===== src/rtl/dpm_arb_pkg.sv =====
// Shared types and helpers for the dual-port bank arbiter and its read trackers.
package dpm_arb_pkg;

    typedef enum logic {PRI_A = 1'b0, PRI_B = 1'b1} pri_t;

    localparam int NUM_BANK_DEF = 4;
    localparam int BANK_BITS    = $clog2(NUM_BANK_DEF);

    // Bank index = the top bank_bits bits of an addr_width-bit address.
    function automatic logic [31:0] bank_of(input logic [31:0] addr,
                                            input int          addr_width,
                                            input int          bank_bits);
        return (addr >> (addr_width - bank_bits)) & ((32'd1 << bank_bits) - 32'd1);
    endfunction

endpackage


===== src/rtl/dpm_rd_tracker.sv =====
// Read-return tracker: delays read-issue flags and gates memory data onto rdata.
// Latency READ_LATENCY cycles from issue; no backpressure, one response per issued read.
module dpm_rd_tracker #(
    parameter int WIDTH        = 8,
    parameter int READ_LATENCY = 1
) (
    input  logic             clk,
    input  logic             rst_n,
    input  logic             issue,
    input  logic [WIDTH-1:0] mem_dout,
    output logic             rvalid,
    output logic [WIDTH-1:0] rdata
);

    logic [READ_LATENCY-1:0] pipe;

    generate
        if (READ_LATENCY == 1) begin : g_one
            always_ff @(posedge clk or negedge rst_n) begin
                if (!rst_n) pipe <= '0;
                else        pipe <= issue;
            end
        end else begin : g_multi
            always_ff @(posedge clk or negedge rst_n) begin
                if (!rst_n) pipe <= '0;
                else        pipe <= {pipe[READ_LATENCY-2:0], issue};
            end
        end
    endgenerate

    assign rvalid = pipe[READ_LATENCY-1];
    assign rdata  = rvalid ? mem_dout : '0;

endmodule


===== src/rtl/dpm_bank_arbiter.sv =====
// Two-requester bank arbiter for a dual-port banked memory (counters under DPM_ARB_PERF_EN).
// Latency: memory command 1 cycle after accept, read data 1+READ_LATENCY cycles after accept.
// Backpressure: on a same-bank clash only the round-robin holder is ready; the loser holds.
module dpm_bank_arbiter
    import dpm_arb_pkg::*;
#(
    parameter int WIDTH        = 8,
    parameter int ADDR_WIDTH   = 5,
    parameter int NUM_BANK     = NUM_BANK_DEF,
    parameter int READ_LATENCY = 1
) (
    input  logic                  i_clk,
    input  logic                  i_rst_n,
    input  logic                  i_req_valid_a,
    output logic                  o_req_ready_a,
    input  logic                  i_req_we_a,
    input  logic [ADDR_WIDTH-1:0] i_req_addr_a,
    input  logic [WIDTH-1:0]      i_req_wdata_a,
    output logic                  o_rvalid_a,
    output logic [WIDTH-1:0]      o_rdata_a,
    input  logic                  i_req_valid_b,
    output logic                  o_req_ready_b,
    input  logic                  i_req_we_b,
    input  logic [ADDR_WIDTH-1:0] i_req_addr_b,
    input  logic [WIDTH-1:0]      i_req_wdata_b,
    output logic                  o_rvalid_b,
    output logic [WIDTH-1:0]      o_rdata_b,
    output logic                  o_mem_en_a,
    output logic                  o_mem_we_a,
    output logic [ADDR_WIDTH-1:0] o_mem_addr_a,
    output logic [WIDTH-1:0]      o_mem_din_a,
    input  logic [WIDTH-1:0]      i_mem_dout_a,
    output logic                  o_mem_en_b,
    output logic                  o_mem_we_b,
    output logic [ADDR_WIDTH-1:0] o_mem_addr_b,
    output logic [WIDTH-1:0]      o_mem_din_b,
    input  logic [WIDTH-1:0]      i_mem_dout_b
`ifdef DPM_ARB_PERF_EN
    ,
    output logic [15:0]           o_conflict_cnt,
    output logic [15:0]           o_stall_cnt_a,
    output logic [15:0]           o_stall_cnt_b
`endif
);

    localparam int BANK_W = $clog2(NUM_BANK);

    pri_t        pri;
    pri_t        pri_next;
    logic        conflict;
    logic [31:0] bank_a;
    logic [31:0] bank_b;

    assign bank_a   = bank_of(32'(i_req_addr_a), ADDR_WIDTH, BANK_W);
    assign bank_b   = bank_of(32'(i_req_addr_b), ADDR_WIDTH, BANK_W);
    assign conflict = i_req_valid_a && i_req_valid_b && (bank_a == bank_b);

    always_ff @(posedge i_clk or negedge i_rst_n) begin
        if (!i_rst_n) pri <= PRI_A;
        else          pri <= pri_next;
    end

    // Priority flips only when it was actually used to break a tie.
    always_comb begin
        pri_next = pri;
        if (conflict) pri_next = (pri == PRI_A) ? PRI_B : PRI_A;
    end

    always_comb begin
        o_req_ready_a = i_rst_n && i_req_valid_a && (!conflict || pri == PRI_A);
        o_req_ready_b = i_rst_n && i_req_valid_b && (!conflict || pri == PRI_B);
    end

    always_ff @(posedge i_clk or negedge i_rst_n) begin
        if (!i_rst_n) begin
            o_mem_en_a   <= 1'b0;
            o_mem_we_a   <= 1'b0;
            o_mem_addr_a <= '0;
            o_mem_din_a  <= '0;
        end else begin
            o_mem_en_a <= o_req_ready_a;
            o_mem_we_a <= o_req_ready_a && i_req_we_a;
            if (o_req_ready_a) begin
                o_mem_addr_a <= i_req_addr_a;
                o_mem_din_a  <= i_req_wdata_a;
            end
        end
    end

    always_ff @(posedge i_clk or negedge i_rst_n) begin
        if (!i_rst_n) begin
            o_mem_en_b   <= 1'b0;
            o_mem_we_b   <= 1'b0;
            o_mem_addr_b <= '0;
            o_mem_din_b  <= '0;
        end else begin
            o_mem_en_b <= o_req_ready_b;
            o_mem_we_b <= o_req_ready_b && i_req_we_b;
            if (o_req_ready_b) begin
                o_mem_addr_b <= i_req_addr_b;
                o_mem_din_b  <= i_req_wdata_b;
            end
        end
    end

    dpm_rd_tracker #(.WIDTH(WIDTH), .READ_LATENCY(READ_LATENCY)) u_trk_a (
        .clk      (i_clk),
        .rst_n    (i_rst_n),
        .issue    (o_mem_en_a && !o_mem_we_a),
        .mem_dout (i_mem_dout_a),
        .rvalid   (o_rvalid_a),
        .rdata    (o_rdata_a)
    );

    dpm_rd_tracker #(.WIDTH(WIDTH), .READ_LATENCY(READ_LATENCY)) u_trk_b (
        .clk      (i_clk),
        .rst_n    (i_rst_n),
        .issue    (o_mem_en_b && !o_mem_we_b),
        .mem_dout (i_mem_dout_b),
        .rvalid   (o_rvalid_b),
        .rdata    (o_rdata_b)
    );

`ifdef DPM_ARB_PERF_EN
    always_ff @(posedge i_clk or negedge i_rst_n) begin
        if (!i_rst_n) begin
            o_conflict_cnt <= '0;
            o_stall_cnt_a  <= '0;
            o_stall_cnt_b  <= '0;
        end else begin
            if (conflict && o_conflict_cnt != 16'hFFFF)
                o_conflict_cnt <= o_conflict_cnt + 16'd1;
            if (i_req_valid_a && !o_req_ready_a && o_stall_cnt_a != 16'hFFFF)
                o_stall_cnt_a <= o_stall_cnt_a + 16'd1;
            if (i_req_valid_b && !o_req_ready_b && o_stall_cnt_b != 16'hFFFF)
                o_stall_cnt_b <= o_stall_cnt_b + 16'd1;
        end
    end
`endif

endmodule


===== config.mk =====
export PLATFORM = sky130hd
export DESIGN_NAME = dpm_bank_arbiter
export DESIGN_NICKNAME = d
export VERILOG_FILES = /design/src/rtl/dpm_arb_pkg.sv /design/src/rtl/dpm_rd_tracker.sv /design/src/rtl/dpm_bank_arbiter.sv
export SDC_FILE = /design/constraint.sdc
export NUM_CORES = 1
export LEC_CHECK = 0
export CORE_MARGIN = 1.5
export CORE_UTILIZATION = 32
export DETAILED_ROUTE_END_ITERATION = 10
export PLACE_DENSITY = 0.82
export SYNTH_ARGS = -nofsm -noshare
export SYNTH_HDL_FRONTEND = slang
export SYNTH_SLANG_ARGS = --single-unit
export TNS_END_PERCENT = 1

===== constraint.sdc =====
create_clock -name i_clk -period 1.4 [get_ports i_clk]
set_input_delay 0.28 -clock i_clk [delete_from_list [all_inputs] [get_ports i_clk]]
set_output_delay 0.28 -clock i_clk [all_outputs]
set_load 0.01 [all_outputs]

==> results of run 1 <==
==> routing by layer <==
metal,vias to the layer above,global-route usage [%]
met1,607,20.4
li1,612,-
met2,66,23.5
met3,2,6.05
met4,0,3.77
met5,-,0
==> synth_stat cells <==
library cell / instances / area (um^2)
nand2_1: 3 / 11.3
nand3_1: 3 / 15.0
buf_6: 2 / 22.5
nand4_1: 1 / 6.26
nor2b_1: 2 / 12.5
and2_2: 2 / 15.0
o41ai_1: 1 / 8.76
and3b_1: 1 / 8.76
xnor2_2: 2 / 32.5
dfrtp_1: 33 / 826
mux2_4: 16 / 240
xor2_1: 1 / 8.76
mux2i_1: 2 / 20.0
nand3b_1: 2 / 15.0
and3_1: 1 / 6.26
xnor2_1: 1 / 8.76
a31oi_4: 2 / 42.5
and2_1: 16 / 100
a22oi_1: 2 / 15.0
o31ai_1: 1 / 7.51
mux2_2: 8 / 90.1
==> stage by stage <==
| stage | hold WS, ns | total power, mW |
|---|---|---|
| 2_1_floorplan | -0.0156 | 1.59 |
| 3_3_place_gp | 0.235 | 2.16 |
| 3_5_place_dp | 0.230 | 2.17 |
| 4_1_cts | 0.0742 | 2.87 |
| 5_1_grt | 0.0811 | 2.98 |
| 6_report | 0.0625 | 2.82 |
==> kinds of logic (layout without fill, tap and decap cells) <==
family / count (synthesis) / count (layout)
multiplexers: 26 / 26
AO/OA/AOI/OAI: 6 / 6
flip-flops: 33 / 33
XOR/XNOR: 4 / 4
buffers and inverters: 2 / 128
AND/OR/NAND/NOR: 31 / 31
==> final timing paths <==
check,from,end,slack (ns),depth (start not counted)
max,pri$_DFFE_PN0N_,o_mem_din_b[1]$_DFFE_PN0P_,-0.08,4
max reg2reg,pri$_DFFE_PN0N_,o_mem_din_b[1]$_DFFE_PN0P_,-0.08,4
min reg2reg,o_mem_we_b$_DFF_PN0_,u_trk_b.rvalid$_DFF_PN0_,0.42,1
max in group asynchronous,i_rst_n,o_mem_addr_b[4]$_DFFE_PN0P_,0.80,3
min in group i_clk,o_mem_we_b$_DFF_PN0_,u_trk_b.rvalid$_DFF_PN0_,0.42,1
min,i_rst_n,o_mem_din_a[5]$_DFFE_PN0P_,0.06,2
==> what timing repair did <==
action	4_1_cts	5_1_grt
pin swaps	4	0
resized for setup	89	46
setup endpoints to repair	76	62
hold buffers	1	0
endpoints found under the hold margin	3	0
setup buffers	6	2
==> critical path, stage by stage, from the launching register on <==
cell     delay (ns)
dfrtp_1        0.39
and3b_2        0.25
a31oi_4        0.16
buf_6          0.22
mux2_2         0.35
==> registers in the layout, indices dropped and copies added, names as in the netlist, 5 cells and up <==
| name | cells |
|---|---|
| o_mem_din_b | 8 |
| o_mem_din_a | 8 |
| o_mem_addr_b | 5 |
| o_mem_addr_a | 5 |
==> layout make-up <==
class	instances	share of cell area, %
sequential	33	29.2
tap	52	2.30
clock buffer	5	2.43
multi-input combinational	67	24.5
timing repair buffer	120	40.9
clock inverter	3	0.620
==> report_power, final <==
group | internal (mW) | switching, mW | leakage (nW)
clock network | 0.342 | 0.340 | 0.0439
logic | 0.606 | 0.330 | 1.12
registers | 1.11 | 0.0944 | 0.396
total | 2.06 | 0.764 | 1.56
==> impl_metrics.json, run 1 <==
{
  "drc": 12,
  "synth-compound-area-share_pct": 4.88,
  "slew_viol_final": 0,
  "grt_max_degree": 31,
  "highest_layer": "met4",
  "violations": "DRC, setup timing",
  "tightest_slew_ns": 0.382,
  "n_antenna_cell": 0,
  "synth_top_family_by_area": "multiplexers",
  "finalSetupViolCount": 20,
  "final_layout_size_suffix_gt1_share_pct": 37.3,
  "routed_via_density": 4.60,
  "final_nets": 275,
  "critical_path.startpoint_type": "register",
  "path_max_fanout": 14,
  "finalCriticalPeriod_ns": 1.48,
  "worstPathRequired_ns": 1.56,
  "syn2layout_area_growth_pct": 86.8,
  "final_area_um2": 2830,
  "dieArea_um2": 5150,
  "dpl_cell_area_um2": 2630,
  "outcome": "finished, violations left",
  "dpl.hpwl_mm": 2.98,
  "hold_path_class": "in -> async",
  "grt_pass1_wl_mm": 6.02,
  "wl_per_cell_um": 14.5,
  "die_height_um": 71.8,
  "grt_setup_unrepaired": "true",
  "grt_pass1_vias": 1181,
  "hold_viol": 0,
  "clock_skew_ns": 0.00311,
  "coreArea_um2": 4440,
  "vias": 1287,
  "yosys.area_share.simple_pct": 12.6,
  "cts_root_buf": "clkbuf_8",
  "yosys.area_share.xor_xnor_pct": 3.31,
  "yosys_warnings": 0,
  "multi_input_area_um2": 692,
  "max_freq_mhz": 674,
  "place_inst": 263,
  "syn_nets": 150,
  "syn_avg_cell_area_um2": 14.8,
  "vdd_drop_max_mv": 0.480,
  "setup_tns_ns": -0.980,
  "cp.arrival_ns": 1.65,
  "maxCapViolations": 0,
  "io_buffers": 97,
  "slew_headroom_pct": 74.6,
  "seq_area_um2": 826,
  "powerDensity_nw_per_um2": 998,
  "antenna_found_initial": 0,
  "grt-ovfl-total": 0,
  "synth.area.mux_share_pct": 23.2,
  "place_ws_ns": -0.690,
  "die_w_um": 71.8,
  "yosysSeqAreaShare_pct": 54.6,
  "routabilityCongestion": 0.840,
  "cellLeakagePower_nw": 1.56,
  "layout.cells.non_filler": 280,
  "ys_ff_latch": 33,
  "syn_inst": 102,
  "numCtsBuffers": 5,
  "cts_tree": "done",
  "final_cell_mix": "40 x clkdlybuf4s50_1, 33 x dfrtp_1, 27 x dlymetal6s2s_1, 19 x mux2_4",
  "crit_type": "reg -> reg",
  "utilization_pct": 63.6,
  "fillers": 364,
  "wirelength_mm": 4.07,
  "start_util_pct": 34.0,
  "cts_num_sinks": 33,
  "cts_htree_levels": 2,
  "clk_pin_slew_ns": 0.07,
  "insertion_delay_ns": 0.28,
  "max-clock-path-buffers": 2,
  "crit_path_end_kind": "register",
  "row_count": 24,
  "ios": 98,
  "syn-cell-area_um2": 1510,
  "fin_crit_sh_pct": 106,
  "final_common_cell": "clkdlybuf4s50_1",
  "met1_length_mm": 1.60,
  "dr_wl_met3_um": 479,
  "dr_wl_met2_mm": 1.98,
  "worst_slack_ns": -0.0847,
  "groute.usage.overall_pct": 15.3,
  "synth-adder-area-share_pct": 0,
  "drtPass1Iterations": 9,
  "synth_cell_types": 21,
  "drt_iter0_markers": 69,
  "ant_nets": 0
}
No activity file was read; power rests on OpenSTA's default activity.
==> inputs of run 2 (changes only) <==
PLACE_DENSITY = 0.75   (was 0.82)
SYNTH_HIERARCHICAL = 1   (was unset)
==> impl_metrics.json, run 2 <==
{
  "vdd_drop_max_mv": 0.514,
  "place_ws_ns": -0.697,
  "max_freq_mhz": 657,
  "drt_iter0_markers": 67,
  "dieArea_um2": 5150,
  "die_height_um": 71.8,
  "cp_num_buf_inv": 1,
  "drc": 12,
  "slew_viol_final": 0,
  "n_antenna_cell": 0,
  "final_nets": 272,
  "worstPathRequired_ns": 1.12,
  "r2r-start": "pri$_DFFE_PN0N_",
  "cts_tree": "done",
  "worstPathCellList": "and3b_2 -> a31oi_4 -> buf_6",
  "crit_path_end_kind": "output pin",
  "tightest_slew_ns": 0.274,
  "wl_per_cell_um": 14.1,
  "row_count": 24,
  "hold_viol": 0,
  "antenna_found_initial": 0,
  "top_regs": "o_mem_din_a x8, o_mem_din_b x8",
  "critical_path.startpoint_type": "register",
  "worst_slack_ns": -0.122,
  "syn_inst": 102,
  "finalSetupViolCount": 26,
  "hold_path_class": "in -> async",
  "crit_type": "reg -> out",
  "cts_num_sinks": 33,
  "crit_family": "flip-flops",
  "clk_pin_slew_ns": 0.06,
  "die_w_um": 71.8,
  "fin_crit_sh_pct": 109,
  "setup_tns_ns": -1.09,
  "cts_htree_levels": 2,
  "syn2layout_area_growth_pct": 79.3,
  "cellLeakagePower_nw": 1.32,
  "clock_skew_ns": 0.00307,
  "cp_slowest_cell": "dfrtp_1",
  "grt_pass1_vias": 1304,
  "reg2reg_slack_ns": -0.09,
  "synth_top_cell_by_area": "dfrtp_1",
  "yosys_warnings": 6,
  "final_layout_size_suffix_gt1_share_pct": 36.0,
  "coreArea_um2": 4440,
  "r2r-end": "o_mem_addr_b[0]$_DFFE_PN0P_",
  "outcome": "finished, violations left",
  "yosysSeqAreaShare_pct": 54.6,
  "insertion_delay_ns": 0.28,
  "r2r_cells": 4,
  "cts_root_buf": "clkbuf_8",
  "grt_max_degree": 23,
  "slowest_delay_ns": 0.40,
  "ys_top_cells_by_area": "dfrtp_1 55%, mux2_4 16%, and2_1 6.6%",
  "vias": 1265,
  "wirelength_mm": 3.90,
  "whs_ns": 0.0243,
  "dpl.hpwl_mm": 2.96,
  "final_cell_mix": "40 x clkdlybuf4s50_1, 37 x dlygate4sd2_1, 32 x dfrtp_1, 20 x mux2_4, 15 x buf_4",
  "final_common_cell": "clkdlybuf4s50_1",
  "finalCriticalPeriod_ns": 1.52,
  "ys_ff_latch": 33,
  "max-clock-path-buffers": 2,
  "cp.arrival_ns": 1.24,
  "start_util_pct": 34.0,
  "synth_top_area_share_pct": 54.6,
  "slew_headroom_pct": 81.5,
  "violations": "DRC, setup timing",
  "grt_pass1_wl_mm": 6.47,
  "post-synth-top-count-cell": "dfrtp_1",
  "powerDensity_nw_per_um2": 1060,
  "synth_common_cells": "33 x dfrtp_1, 16 x and2_1, 16 x mux2_4",
  "syn_nets": 150,
  "finalPower_mw": 2.87,
  "syn_avg_cell_area_um2": 14.8,
  "routabilityCongestion": 0.815,
  "synth-edff-count": 0,
  "synth_cell_types": 21,
  "groute.usage.overall_pct": 16.4,
  "syn-cell-area_um2": 1510,
  "path_max_fanout": 4,
  "grt-ovfl-total": 0,
  "drtPass1Iterations": 7,
  "maxCapViolations": 0,
  "ant_nets": 0,
  "async_reset_ff_share_pct": 100,
  "ios": 98,
  "grt_setup_unrepaired": "true",
  "numCtsBuffers": 5,
  "io_buffers": 97,
  "routed_via_density": 4.57,
  "ys.flop_type": "dfrtp_1"
}
-- run 2: layout make-up --
cell class / count / area (um^2)
multi-input cells: 67 / 691
well taps: 52 / 65.1
clock inverters: 1 / 5.00
fillers: 393 / 1730
flip-flops and latches: 33 / 827
clock buffers: 7 / 96.3
repair buffers: 117 / 1030
-- run 2: report_power, final --
group          total (mW)  internal, mW  switching [mW]
Combinational       0.891         0.560           0.331
Sequential           1.21          1.11          0.0968
Clock               0.770         0.444           0.326
-- run 2: kinds of logic (layout without fill, tap and decap cells) --
group | count (synthesis) | after routing | synth area share [%]
compound gates | 6 | 6 | 4.88
simple gates | 31 | 31 | 12.6
flops | 33 | 33 | 54.6
buf+inv | 2 | 125 | 1.49
xor+xnor | 4 | 4 | 3.31
mux | 26 | 26 | 23.2
-- run 2: repair_timing --
item | in CTS | in global routing
hold buffers | 1 | 0
gates resized for setup | 117 | 12
endpoints found under the setup margin | 76 | 43
pin swaps | 2 | 1
endpoints found under the hold margin | 11 | 0
setup buffers | 5 | 0
-- run 2: how the worst max path moves through the flow --
| stage | from | depth (start not counted) | slack (ns) | end |
|---|---|---|---|---|
| 2_1_floorplan | pri$_DFFE_PN0N_ | 4 | -0.04 | o_mem_addr_a[0]$_DFFE_PN0P_ |
| 3_3_place_gp | i_req_valid_b | 4 | -0.69 | o_req_ready_a |
| 3_5_place_dp | i_req_valid_b | 4 | -0.70 | o_req_ready_a |
| 4_1_cts | pri$_DFFE_PN0N_ | 3 | -0.12 | o_req_ready_b |
| 5_1_grt | pri$_DFFE_PN0N_ | 3 | -0.18 | o_req_ready_b |
| 6_report | pri$_DFFE_PN0N_ | 3 | -0.12 | o_req_ready_b |
-- run 2: layer usage --
metal / vias to the layer above / GRT usage, % / part of all wire (%) / wire, um
met4: 0 / 6.92 / 1.6 / 61
met3: 7 / 5.49 / 11 / 427
met5: - / 0 / 0 / 0
li1: 602 / - / - / -
met2: 63 / 27.0 / 49 / 1910
met1: 593 / 19.7 / 38 / 1500
-- run 2: through the flow --
step	cell area, um^2	cells	util, %
after floorplan	1520	102	-
after global placement	2630	263	59.1
after detailed placement	2630	263	59.1
after CTS	2720	277	61.2
after global routing	2710	277	61.0
final	2710	277	61.0
==> inputs of run 3 (changes only) <==
CORE_UTILIZATION = 39   (was 32)
PLACE_DENSITY = 0.86   (was 0.75)
clock period = 1.9 ns   (was 1.4 ns; I/O delays follow)
==> impl_metrics.json, run 3 (synthesis gave the netlist of run 2 again) <==
{
  "r2r_cells": 4,
  "finalPower_mw": 2.06,
  "vias": 1259,
  "ant_nets": 0,
  "syn2layout_area_growth_pct": 77.6,
  "drc": 0,
  "worstPathCellList": "clkdlybuf4s50_1 -> and2_1 -> clkdlybuf4s50_1",
  "clk_pin_slew_ns": 0.06,
  "hold_path_class": "in -> async",
  "n_antenna_cell": 0,
  "clock_skew_ns": 0.00369,
  "dieArea_um2": 4260,
  "io_buffers": 97,
  "cts_root_buf": "clkbuf_8",
  "hold_buffers": 0,
  "worstPathRequired_ns": 1.52,
  "drt_iter0_markers": 12,
  "r2r-start": "pri$_DFFE_PN0N_",
  "final_cell_mix": "92 x clkdlybuf4s50_1, 33 x dfrtp_1, 16 x mux2_4, 16 x and2_1, 14 x buf_4",
  "outcome": "complete, no violations",
  "critical_path.startpoint_type": "input pin",
  "vdd_drop_max_mv": 0.587,
  "cts_num_sinks": 33,
  "fillers": 252,
  "max-clock-path-buffers": 2,
  "maxCapViolations": 0,
  "die_height_um": 65.3,
  "place_ws_ns": -0.357,
  "start_util_pct": 41.0,
  "die_w_um": 65.3,
  "slew_headroom_pct": 80.2,
  "finalCriticalPeriod_ns": 1.86,
  "whs_ns": 0.0870,
  "cts_htree_levels": 2,
  "final_nets": 266,
  "grt_pass1_wl_mm": 5.94,
  "hold_viol": 0,
  "tightest_slew_ns": 0.293,
  "cp-startpoint": "i_mem_dout_a[6]",
  "grt_max_degree": 21,
  "finalSetupViolCount": 0,
  "grt-ovfl-total": 0,
  "fin_crit_sh_pct": 98.1,
  "final_layout_size_suffix_gt1_share_pct": 24.4,
  "r2r-end": "o_mem_din_a[2]$_DFFE_PN0P_",
  "worstSetupEndpoint": "o_rdata_a[6]",
  "slowest_delay_ns": 0.53,
  "row_count": 22,
  "crit_type": "in -> out",
  "final_area_um2": 2690,
  "grt_pass1_vias": 1305,
  "final_common_cell": "clkdlybuf4s50_1",
  "reg2reg_slack_ns": 0.27,
  "slew_viol_final": 0,
  "routabilityCongestion": 0.830,
  "worst_slack_ns": 0.0364,
  "worst_path_most_repeated_cell": "clkdlybuf4s50_1",
  "cp_slowest_cell": "clkdlybuf4s50_1",
  "grt_setup_unrepaired": "false",
  "wirelength_mm": 3.72,
  "cts_tree": "done",
  "groute.usage.overall_pct": 18.6,
  "ios": 98,
  "wl_per_cell_um": 14.1,
  "routed_via_density": 4.75,
  "cellLeakagePower_nw": 1.18,
  "powerDensity_nw_per_um2": 765,
  "dpl.hpwl_mm": 2.94,
  "drtPass1Iterations": 4,
  "max_freq_mhz": 537,
  "insertion_delay_ns": 0.28,
  "coreArea_um2": 3690,
  "numCtsBuffers": 5,
  "cp.arrival_ns": 1.48,
  "top_regs": "o_mem_din_a x8, o_mem_din_b x8",
  "path_max_fanout": 1,
  "crit_path_end_kind": "output pin",
  "antenna_found_initial": 0,
  "dpl_cell_area_um2": 2610
}
==> run 3: cell types whose count changed in the layout (fill, tap and decap cells not counted), moves of 2 or more <==
cell / delta
buf_2: -7
clkbuf_8: -2
buf_6: -5
clkbuf_2: -6
dlygate4sd2_1: -36
clkdlybuf4s50_1: +52
and2_4: -2
mux2_4: -4
mux2_2: +4
and2_1: +2
==> run 3: repair_timing <==
item,in CTS,in global routing
cloned,0,0
endpoints found under the setup margin,2,1
resized for setup,9,1
pin swaps,1,0
setup buffers,1,0
==> run 3: report_power, final <==
part,total [mW],internal [mW],switching [mW],leakage (nW)
logic,0.675,0.449,0.226,0.747
clock network,0.472,0.240,0.232,0.0399
registers,0.908,0.819,0.0892,0.396
==> run 3: cell type report <==
cell class	count	area [um^2]	share of cell area [%]
clock buffer	5	68.8	2.56
clock inverter	1	5.00	0.186
multi-input combinational	67	664	24.7
sequential	33	826	30.7
tap	48	60.1	2.24
timing repair buffer	111	1060	39.5
==> run 3: per-layer routing <==
| metal | part of all wire [%] | wire [um] | GRT usage [%] |
|---|---|---|---|
| met1 | 37 | 1390 | 20.7 |
| met2 | 51 | 1880 | 31.4 |
| met3 | 11 | 405 | 8.05 |
| met4 | 1.1 | 42 | 7.03 |
| met5 | 0 | 0 | 0 |
==> run 3: per-stage QoR <==
step                      util, %  std cells  setup TNS [ns]
after floorplan                 -        102               0
after global placement       70.9        258           -3.24
after detailed placement     70.9        258           -4.07
after CTS                    72.8        265               0
after global routing         72.8        265               0
final                        72.8        265               0
==> run 3: worst min-delay path by stage <==
stage                     startpoint                     endpoint  slack [ns]  cells past startpoint
after floorplan              i_rst_n  o_mem_addr_a[0]$_DFFE_PN0P_        0.08                      0
after global placement       i_rst_n   o_mem_din_a[0]$_DFFE_PN0P_        0.38                      2
after detailed placement     i_rst_n   o_mem_din_a[2]$_DFFE_PN0P_        0.39                      2
after CTS                    i_rst_n  o_mem_addr_a[0]$_DFFE_PN0P_        0.08                      2
after global routing         i_rst_n  o_mem_addr_a[0]$_DFFE_PN0P_        0.09                      2
final                        i_rst_n  o_mem_addr_a[0]$_DFFE_PN0P_        0.09                      2
==> run 3: worst max-delay path, delay by kind of cell <==
| kind | cells | cell delay [ns] |
|---|---|---|
| buffers and inverters | 2 | 0.99 |
| AND/OR/NAND/NOR | 1 | 0.12 |
